**src/rtl/mem_access_stage.sv**
```systemverilog
// mem_access_stage: MEM stage of the 8-bit pipelined core.
//   Issues loads/stores on a req/ack data bus and stalls upstream while an access is outstanding.
//   Aborts an access with a sticky bus error after TIMEOUT_CYCLES wait cycles, resolves branches,
//   and registers the MEM/WB fields.
// Ports:
//   clk, reset_n          clock (rising edge), asynchronous active-low reset
//   ex_*                  EX/MEM pipeline register outputs
//   dmem_req/we/addr/wdata registered bus request; dmem_rdata/dmem_ack bus response
//   stall_o, pc_src_o     combinational pipeline freeze and branch-taken
//   bus_err_o             sticky timeout error
//   wb_*                  MEM/WB pipeline register
module mem_access_stage #(
    parameter int TIMEOUT_CYCLES = 16
) (
    input  logic       clk,
    input  logic       reset_n,
    input  logic [7:0] ex_alu_result,
    input  logic [7:0] ex_rd2,
    input  logic [2:0] ex_rd,
    input  logic       ex_zero,
    input  logic       ex_memread,
    input  logic       ex_memwrite,
    input  logic       ex_memtoreg,
    input  logic       ex_regwrite,
    input  logic       ex_branch,
    output logic       dmem_req,
    output logic       dmem_we,
    output logic [7:0] dmem_addr,
    output logic [7:0] dmem_wdata,
    input  logic [7:0] dmem_rdata,
    input  logic       dmem_ack,
    output logic       stall_o,
    output logic       pc_src_o,
    output logic       bus_err_o,
    output logic [7:0] wb_read_data,
    output logic [7:0] wb_alu_result,
    output logic [2:0] wb_rd,
    output logic       wb_memtoreg,
    output logic       wb_regwrite
);
    typedef enum logic [1:0] {IDLE, WAIT, DONE} state_t;

    state_t     state_q, state_d;
    logic [7:0] cnt_q, cnt_d;
    logic [7:0] cap_q, cap_d;
    logic       req_q, req_d;
    logic       we_q, we_d;
    logic [7:0] addr_q, addr_d;
    logic [7:0] wdata_q, wdata_d;
    logic       err_q, err_d;
    logic [7:0] wb_read_data_q, wb_read_data_d;
    logic [7:0] wb_alu_result_q, wb_alu_result_d;
    logic [2:0] wb_rd_q, wb_rd_d;
    logic       wb_memtoreg_q, wb_memtoreg_d;
    logic       wb_regwrite_q, wb_regwrite_d;
    logic       acc;

    assign acc = ex_memread | ex_memwrite;

    always_comb begin
        state_d         = state_q;
        cnt_d           = cnt_q;
        cap_d           = cap_q;
        req_d           = req_q;
        we_d            = we_q;
        addr_d          = addr_q;
        wdata_d         = wdata_q;
        err_d           = err_q;
        wb_read_data_d  = wb_read_data_q;
        wb_alu_result_d = wb_alu_result_q;
        wb_rd_d         = wb_rd_q;
        wb_memtoreg_d   = wb_memtoreg_q;
        wb_regwrite_d   = wb_regwrite_q;
        case (state_q)
            IDLE: begin
                if (acc) begin
                    req_d           = 1'b1;
                    we_d            = ~ex_memread;
                    addr_d          = ex_alu_result;
                    wdata_d         = ex_rd2;
                    cnt_d           = 8'd0;
                    cap_d           = 8'd0;
                    wb_read_data_d  = 8'd0;
                    wb_alu_result_d = 8'd0;
                    wb_rd_d         = 3'd0;
                    wb_memtoreg_d   = 1'b0;
                    wb_regwrite_d   = 1'b0;
                    state_d         = WAIT;
                end else begin
                    wb_read_data_d  = 8'd0;
                    wb_alu_result_d = ex_alu_result;
                    wb_rd_d         = ex_rd;
                    wb_memtoreg_d   = ex_memtoreg;
                    wb_regwrite_d   = ex_regwrite;
                end
            end
            WAIT: begin
                cnt_d = cnt_q + 8'd1;
                // ack takes priority over a timeout landing in the same cycle
                if (dmem_ack) begin
                    cap_d   = we_q ? 8'd0 : dmem_rdata;
                    req_d   = 1'b0;
                    state_d = DONE;
                end else if (cnt_q == 8'(TIMEOUT_CYCLES - 1)) begin
                    cap_d   = 8'd0;
                    req_d   = 1'b0;
                    err_d   = 1'b1;
                    state_d = DONE;
                end
            end
            DONE: begin
                // EX/MEM was frozen throughout, so ex_* still describe this access
                wb_read_data_d  = cap_q;
                wb_alu_result_d = ex_alu_result;
                wb_rd_d         = ex_rd;
                wb_memtoreg_d   = ex_memtoreg;
                wb_regwrite_d   = ex_regwrite;
                state_d         = IDLE;
            end
            default: state_d = IDLE;
        endcase
    end

    always_ff @(posedge clk or negedge reset_n) begin
        if (!reset_n) begin
            state_q         <= IDLE;
            cnt_q           <= 8'd0;
            cap_q           <= 8'd0;
            req_q           <= 1'b0;
            we_q            <= 1'b0;
            addr_q          <= 8'd0;
            wdata_q         <= 8'd0;
            err_q           <= 1'b0;
            wb_read_data_q  <= 8'd0;
            wb_alu_result_q <= 8'd0;
            wb_rd_q         <= 3'd0;
            wb_memtoreg_q   <= 1'b0;
            wb_regwrite_q   <= 1'b0;
        end else begin
            state_q         <= state_d;
            cnt_q           <= cnt_d;
            cap_q           <= cap_d;
            req_q           <= req_d;
            we_q            <= we_d;
            addr_q          <= addr_d;
            wdata_q         <= wdata_d;
            err_q           <= err_d;
            wb_read_data_q  <= wb_read_data_d;
            wb_alu_result_q <= wb_alu_result_d;
            wb_rd_q         <= wb_rd_d;
            wb_memtoreg_q   <= wb_memtoreg_d;
            wb_regwrite_q   <= wb_regwrite_d;
        end
    end

    // gated by reset_n so the pipeline is released while reset is held
    assign stall_o       = reset_n & ((state_q == IDLE & acc) | (state_q == WAIT));
    assign pc_src_o      = ex_branch & ex_zero & (state_q == IDLE) & ~acc;
    assign dmem_req      = req_q;
    assign dmem_we       = we_q;
    assign dmem_addr     = addr_q;
    assign dmem_wdata    = wdata_q;
    assign bus_err_o     = err_q;
    assign wb_read_data  = wb_read_data_q;
    assign wb_alu_result = wb_alu_result_q;
    assign wb_rd         = wb_rd_q;
    assign wb_memtoreg   = wb_memtoreg_q;
    assign wb_regwrite   = wb_regwrite_q;
endmodule
```
**config.mk**
```make
export PLATFORM = sky130hd
export DESIGN_NAME = mem_access_stage
export DESIGN_NICKNAME = d
export VERILOG_FILES = /design/src/rtl/mem_access_stage.sv
export SDC_FILE = /design/constraint.sdc
export NUM_CORES = 1
export LEC_CHECK = 0
export ABC_AREA = 0
export CORE_MARGIN = 2
export CORE_UTILIZATION = 40
export CTS_CLUSTER_SIZE = 20
export DETAILED_ROUTE_END_ITERATION = 10
export PLACE_DENSITY = 0.7
export REMOVE_ABC_BUFFERS = 1
export SETUP_SLACK_MARGIN = 0.4
export SYNTH_ARGS = -nofsm -noshare
export SYNTH_HDL_FRONTEND = slang
export SYNTH_SLANG_ARGS = --single-unit
```
**constraint.sdc**
```tcl
create_clock -name clk -period 4 [get_ports clk]
set_clock_uncertainty 0.1 [all_clocks]
set_input_delay 0.6 -clock clk [delete_from_list [all_inputs] [get_ports clk]]
set_output_delay 0.6 -clock clk [all_outputs]
set_load 0.05 [all_outputs]
```
Word-level counts from Yosys, hierarchy flattened:

Cells that the tools add are included.

* input port bits: 36
* bits in registers: 58
* latch bits: 0
* bits in writable memories: 0
* output and inout port bits: 42
* logic and storage cells: 60
* memories kept: 0
* memory bits (read-only): 0

* multiplexer cells: 23
* $lt $le $gt $ge: 0
* add/subtract/negate cells: 1
* equal/unequal tests: 5
* shift-type cells: 0
* reduce and logical (&&, ||, !) cells: 8
* divide/modulo/power cells: 0
* bitwise operators: 10
* multipliers: 0

Operators by type and width (count)
* 8-bit case mux with 2 select lines: 4
* 8-bit two-way mux: 5
* 8-bit by 1-bit adder with 8-bit output, second input constant: 1
* 8-bit by 4-bit equality test with 1-bit output, second input constant: 1
* 2-bit two-way mux: 3
* 1-bit case mux with 2 select lines: 3
* 3-bit case mux with 2 select lines: 1
* 2-bit AND reduction: 3
* 3-bit AND reduction: 2
* 1-bit AND: 5
* 1-bit two-way mux: 5
* 2-bit case mux with 2 select lines: 1
* 2-bit nonzero test: 2
* 3-bit two-way mux: 1
* 3-bit inequality test, second input constant: 1
* 1-bit NOT: 3
* 2-bit by 1-bit equality test with 1-bit output, second input constant: 1
* 2-bit equality test, second input constant: 1
* 2-bit logical NOT: 1
* 2-bit inequality test, second input constant: 1
* 1-bit OR: 2

Logic depth before layout (Yosys ltp):

Gate-level depths: netlist of run 1.

* depth in word-level cells: 4
* depth in mapped cells: 6
* depth with buffers taken out: 4

Worst setup path after synthesis of run 1:

OpenSTA, ideal clock, no wires.

* path type: input to output
* start point: in ex_memwrite
* end point: out pc_src_o
* required time: 3.300 ns
* stages: 3
* path slack: 1.693 ns
* buffers on the path: 0
* arrival: 1.607 ns
* cell sequence: nor2_2 -> nand3_1 -> nor2_1

* word-level cells in the longest chain between the ends: 3

RTL lines
* start, declared: line 22 `input logic ex_memwrite,`
* 1-bit OR: line 58 `assign acc = ex_memread | ex_memwrite;`
* 1-bit NOT: line 158 `assign pc_src_o = ex_branch & ex_zero & (state_q == IDLE) & ~acc;`
* 1-bit AND: line 158
* end, declared: line 33 `output logic pc_src_o,`

Every way passes these cells.

Worst setup path after layout of run 1:

* start point: in ex_memwrite
* end point: out stall_o

* word-level cells in the longest chain between the ends: 4

RTL lines
* 1-bit OR: line 58
* 1-bit AND: line 157 `assign stall_o = reset_n & ((state_q == IDLE & acc) | (state_q == WAIT));`
* 1-bit OR: line 157
* 1-bit AND: line 157
* end, declared: line 32 `output logic stall_o,`

Every way passes these cells.

==> metrics.yaml, run 1 <==
clkTransAtPathRegs_ns: 0.06
grt_max_degree: 59
fillCellCount: 508
cts.sinks: 58
num_rows: 28
swShare_pct: 45.2
pwr-share-comb_pct: 51.5
gp_congestion: 0.717
antenna_cells: 0
synthFlopType: "dfrtp_1"
io_buffers: 77
first_iter_violations: 75
cts_tree: "done"
grt_pass1_wl_mm: 9.54
viasPerCell: 5.04
fin_nets: 324
crit_arrival_ns: 2.61
synth_edf_count: 0
min_period_over_period_pct: 82.8
grt_pass1_vias: 2006
fin_hold_ws_ns: 0.371
die_h_um: 83.1
synth_seq_area_share_pct: 58.1
finalMaxSlewViolations: 0
total_power_mw: 2.85
syn_area_per_cell_um2: 12.0
yosysTopAreaCell: "dfrtp_1"
clockRootBuffer: "clkbuf_8"
finalSetupTns_ns: 0
antenna_found_initial: 0
ys_warn_count: 0
wl_mm: 5.59
core_um2: 5990
ys_types: 36
finalSetupViolations: 0
drcViolationCount: 0
synth_seq_cells: 58
die_x_um: 83.1
cts.repair.resized: 0
pin_count: 78
pwr_density_cell_nw_per_um2: 818
synth.top_cell.area_share_pct: 58.1
numCtsBuffers: 9
synthArstFlopShare_pct: 100
p_switching_mw: 1.29
hp-class: "register to register"
clock_latency_ns: 0.33
drive_gt1_share_pct: 14.5
ant_nets: 0
tightestPinTransition_ns: 0.721
crit_required_ns: 3.30
gr-total-overflow: 0
clockPowerShare_pct: 15.7
timing.final.ws_setup_ns: 0.688
num_vias: 1841
critPathMaxFanout: 11
post_cts_buffers: 0
seq_power_share_pct: 32.8
pre_cts_ws_ns: 0.667
start_util_pct: 41.7
vdd_drop_max_mv: 0.559
first_pass_iters: 4
maxCapViolations: 0
endpoint_kind: "primary output"
fmax_mhz: 302
grt_use_total_pct: 17.4
leakagePower_nw: 1.51
wire_per_inst_um: 15.3
rsz0062_at_grt: "no"
status: "completed"
dieArea_um2: 6900
relSlewSlack_pct: 51.9
intPower_mw: 1.56
ctsHoldBuffers: 0
htree_levels: 3
fin_crit_ns: 3.31
crit_type: "primary input to primary output"
clk_path_buf_depth: 2
synth_area_um2: 2500
syn_to_final_growth_pct: 39.3
finalHoldViolCount: 0
syn_inst: 208
place_hpwl_mm: 3.90
synth_area_leaders: "dfrtp_1, mux2i_1, mux2_2"
start_kind: "primary input"
## worst paths after layout
| kind | startpoint | endpoint | slack [ns] | depth (start not counted) |
|---|---|---|---|---|
| worst min-delay path | bus_err_o | bus_err_o | 0.37 | 2 |
| worst max-delay path | ex_memwrite | stall_o | 0.69 | 6 |
| max in group asynchronous | reset_n | dmem_addr[4] | 2.95 | 2 |
| worst min register to register | bus_err_o | bus_err_o | 0.37 | 2 |
| worst max register to register | state_q[1] | dmem_wdata[7] | 2.04 | 4 |
| min in group asynchronous | reset_n | wb_alu_result[5] | 0.38 | 2 |
## synth_stat cells (2+ instances only)
library cell,count
dfrtp_1,58
mux2i_1,19
mux2_2,16
nor2_1,16
o211ai_1,16
nand2_1,13
inv_1,11
a22o_1,8
buf_2,7
a21oi_1,5
o21ai_0,5
buf_1,3
nand3_1,3
and2_1,2
clkbuf_1,2
nand4_1,2
nor2_2,2
nor2b_1,2
## layout make-up
| type | instances | area (um^2) | share of cell area, % |
|---|---|---|---|
| clock inverters | 4 | 20.0 | 0.575 |
| repair buffers | 82 | 803 | 23.1 |
| inverters | 11 | 41.3 | 1.19 |
| well taps | 75 | 93.8 | 2.69 |
| flip-flops and latches | 58 | 1450 | 41.7 |
| multi-input cells | 125 | 935 | 26.8 |
| clock buffers | 10 | 138 | 3.95 |
## flip-flops by register name, summed over array words and instances (netlist names), 2 cells and up
signal	flops
wb_rd	3
cap_q	8
dmem_wdata	8
dmem_addr	8
state_q	2
wb_read_data	8
wb_alu_result	8
cnt_q	8
## power by group through the flow
stage / Combinational [mW] / Clock [mW] / Sequential, mW
after floorplan: 0.396 / 0 / 1.50
after global placement: 1.47 / 0 / 0.933
after detailed placement: 1.48 / 0 / 0.945
after CTS: 1.48 / 0.460 / 0.938
after global routing: 1.55 / 0.488 / 0.968
final: 1.47 / 0.448 / 0.935
## layer usage
metal | GRT usage (%) | share of wire (%) | vias to the layer above | wire length [um]
met3 | 9.54 | 10 | 10 | 560
met4 | 7.60 | 1.8 | 0 | 101
li1 | - | - | 893 | -
met5 | 0 | 0 | - | 0
met1 | 21.6 | 44 | 867 | 2460
met2 | 25.1 | 44 | 71 | 2470
## cell families (layout without fill, tap and decap cells)
| group | after synthesis | count (layout) | synth area share, % |
|---|---|---|---|
| DFF | 58 | 58 | 58.1 |
| and+or+nand+nor | 49 | 49 | 9.91 |
| AOI/OAI and AO/OA | 40 | 40 | 12.2 |
| muxes | 35 | 35 | 14.8 |
| buffers and inverters | 25 | 107 | 4.55 |
| adders and majority gates | 1 | 1 | 0.500 |
## worst max-delay path, cell delays in order
cell and delay (ns):
clkdlybuf4s50_1 0.44, nor2_2 0.38, a21oi_1 0.13, buf_4 0.19, and2_1 0.18, clkdlybuf4s50_1 0.70
## cell usage in the layout, fill, tap and decap left out, drive strengths merged
cell type,Yosys,layout
ha,1,1
nand4,2,2
nor3,1,1
o22ai,1,1
a211oi,1,1
mux2i,19,19
clkbuf,2,10
a21oi,5,5
nand3,3,3
nand4b,1,1
nor2b,2,2
or4,1,1
o21bai,1,1
o41ai,1,1
nor3b,2,2
nand2,13,13
a22o,8,8
and3,1,1
dfrtp,58,58
clkdlybuf4s50,0,76
mux2,16,16
o21ai,5,5
o31a,1,1
inv,11,11
o211ai,16,16
nand2b,1,1
or2,1,1
buf,12,6
and2,2,2
a31oi,1,1
nor2,18,18
clkinv,0,4
nor4bb,1,1
## per-stage QoR
stage	cells	instance area (um^2)	utilization (%)
after floorplan	194	2430	-
after global placement	351	3320	55.5
after detailed placement	351	3320	55.5
after CTS	365	3480	58.1
after global routing	365	3480	58.1
final	365	3480	58.1
(Power assumes the default switching activity.)
==> run 2: changes to the inputs <==
==> constraint.sdc (replaced) <==
create_clock -name clk -period 3.1 [get_ports clk]
set_clock_uncertainty 0.1 [all_clocks]
set_input_delay 0.465 -clock clk [delete_from_list [all_inputs] [get_ports clk]]
set_output_delay 0.465 -clock clk [all_outputs]
set_load 0.05 [all_outputs]
==> run 2 against run 1 <==
Compared with the run above: routed wire length increased by 0.39%; cell area increased by 0.25%; utilization increased by 0.15 points; non-clock buffer count increased by 1; worst hold slack got worse by 0.15 ns; combinational power increased by 28%; flip-flop and latch count unchanged; setup slack improved by 0.045 ns; first-iteration DRC count increased by 43%; largest cell class unchanged.
==> metrics.yaml, run 2 (synthesis results as in run 1) <==
relSlewSlack_pct: 51.9  # about the same
clock_latency_ns: 0.33  # about the same
die_x_um: 83.1  # unchanged
rsz0062_at_grt: "no"
place_hpwl_mm: 3.97  # +1.9%
crit_arrival_ns: 1.80  # -0.81 ns
wire_per_inst_um: 15.3  # -0.15%
intPower_mw: 2.01  # +28%
timing.final.ws_setup_ns: 0.733  # +0.0451 ns
crit_required_ns: 2.53  # -0.77 ns
grt_use_total_pct: 17.1  # -0.35 points
viasPerCell: 5.06  # +0.27%
endpoint_kind: "primary output"
finalSetupTns_ns: 0  # unchanged
cts.sinks: 58  # unchanged
start_util_pct: 41.7  # unchanged
post_cts_buffers: 0  # unchanged
fin_nets: 325  # +0.31%
worst-path-buf-inv: 1  # -2
multi_input_comb_area_um2: 935  # unchanged
clockPowerShare_pct: 15.2  # -0.5 points
fmax_mhz: 423
pre_cts_ws_ns: 0.811  # +0.145 ns
swShare_pct: 45.4  # +0.19 points
finalSetupViolations: 0  # unchanged
gp_congestion: 0.801  # +12%
dieArea_um2: 6900  # unchanged
pin_count: 78  # unchanged
critPathMaxFanout: 16  # +5
min_period_over_period_pct: 76.3
pwr_density_cell_nw_per_um2: 1050  # +29%
core_um2: 5990  # unchanged
htree_levels: 3  # unchanged
leakagePower_nw: 1.51  # +0.50%
syn_to_final_growth_pct: 39.6
num_vias: 1856  # +0.81%
ant_nets: 0  # unchanged
cts_tree: "done"
ctsHoldBuffers: 0  # unchanged
fin_crit_ns: 2.37
crit_family: "flip-flops"
slowest_delay_ns: 0.78  # +0.08 ns
wl_mm: 5.61  # +0.39%
clockRootBuffer: "clkbuf_8"
regArea_um2: 1450  # unchanged
pwr-share-comb_pct: 51.1  # -0.4 points
numCtsBuffers: 9  # unchanged
grt_pass1_vias: 2028  # +1.1%
start_kind: "register"
finalMaxSlewViolations: 0  # unchanged
clkTransAtPathRegs_ns: 0.06  # about the same
tightestPinTransition_ns: 0.722  # +0.000496 ns
layout_commonest_cell: "clkdlybuf4s50_1"
worstPathCellList: "or2_0, nor2_1, buf_4"
vdd_drop_max_mv: 0.948  # +70%
antenna_found_initial: 0  # unchanged
die_h_um: 83.1  # unchanged
num_rows: 28  # unchanged
cts.repair.resized: 0  # unchanged
seq_power_share_pct: 33.6  # +0.8 points
first_iter_violations: 107  # +43%
first_pass_iters: 4  # unchanged
fillCellCount: 502  # -1.2%
io_buffers: 77  # unchanged
clk_path_buf_depth: 2  # unchanged
final_cell_mix: "clkdlybuf4s50_1, dfrtp_1, mux2i_1"
drive_gt1_share_pct: 15.1  # +0.59 points
gr-total-overflow: 0  # unchanged
antenna_cells: 0  # unchanged
hp-class: "primary input to async pin"
crit_slowest_cell: "dfrtp_1"
grt_pass1_wl_mm: 9.43  # -1.2%
grt_max_degree: 59  # unchanged
drcViolationCount: 0  # unchanged
status: "completed"
maxCapViolations: 0  # unchanged
p_switching_mw: 1.67  # +29%
crit_type: "register to primary output"
finalHoldViolCount: 0  # unchanged
## run 2: cell types whose count changed in the layout (fill, tap and decap cells not counted)
cell,delta
clkdlybuf4s50_1,-2
buf_4,+2
clkbuf_1,+2
clkbuf_8,-1
buf_12,+1
## run 2: cell type report
cell class / count / area share (%)
clock buffers: 11 / 3.76
clock inverters: 4 / 0.573
inverters: 11 / 1.18
multi-input cells: 125 / 26.8
flip-flops and latches: 58 / 41.6
well taps: 75 / 2.69
repair buffers: 83 / 23.4
## run 2: path summary, 6_finish.rpt
check | from | slack [ns] | endpoint | cells after the start
worst max-delay path | state_q[0] | 0.73 | pc_src_o | 3
worst min-delay path | reset_n | 0.22 | state_q[0] | 2
worst max register to register | state_q[0] | 0.97 | dmem_wdata[5] | 4
worst min register to register | bus_err_o | 0.36 | bus_err_o | 2
max in group asynchronous | reset_n | 2.20 | dmem_wdata[4] | 2
min in group clk | bus_err_o | 0.36 | bus_err_o | 2
## run 2: power groups by stage
stage | registers [mW] | logic (mW) | clock network [mW]
5_1_grt | 1.28 | 1.99 | 0.611
2_1_floorplan | 1.94 | 0.511 | 0
4_1_cts | 1.24 | 1.90 | 0.577
6_report | 1.24 | 1.88 | 0.560
3_3_place_gp | 1.24 | 1.87 | 0
3_5_place_dp | 1.25 | 1.89 | 0
## run 2: layer usage
layer | global-route usage (%) | routed length (um)
met1 | 20.7 | 2510
met5 | 0 | 0
met4 | 7.15 | 89
met2 | 26.6 | 2500
met3 | 7.55 | 516
## run 2: metrics by stage
| stage | power, mW | hold WS [ns] | cells | area, um^2 | utilization [%] |
|---|---|---|---|---|---|
| floorplan | 2.45 | 0.0694 | 194 | 2430 | - |
| global placement | 3.11 | 0.356 | 352 | 3340 | 55.7 |
| detailed placement | 3.14 | 0.361 | 352 | 3340 | 55.7 |
| CTS | 3.71 | 0.243 | 367 | 3490 | 58.3 |
| global route | 3.87 | 0.286 | 367 | 3490 | 58.3 |
| finish | 3.67 | 0.220 | 367 | 3490 | 58.3 |
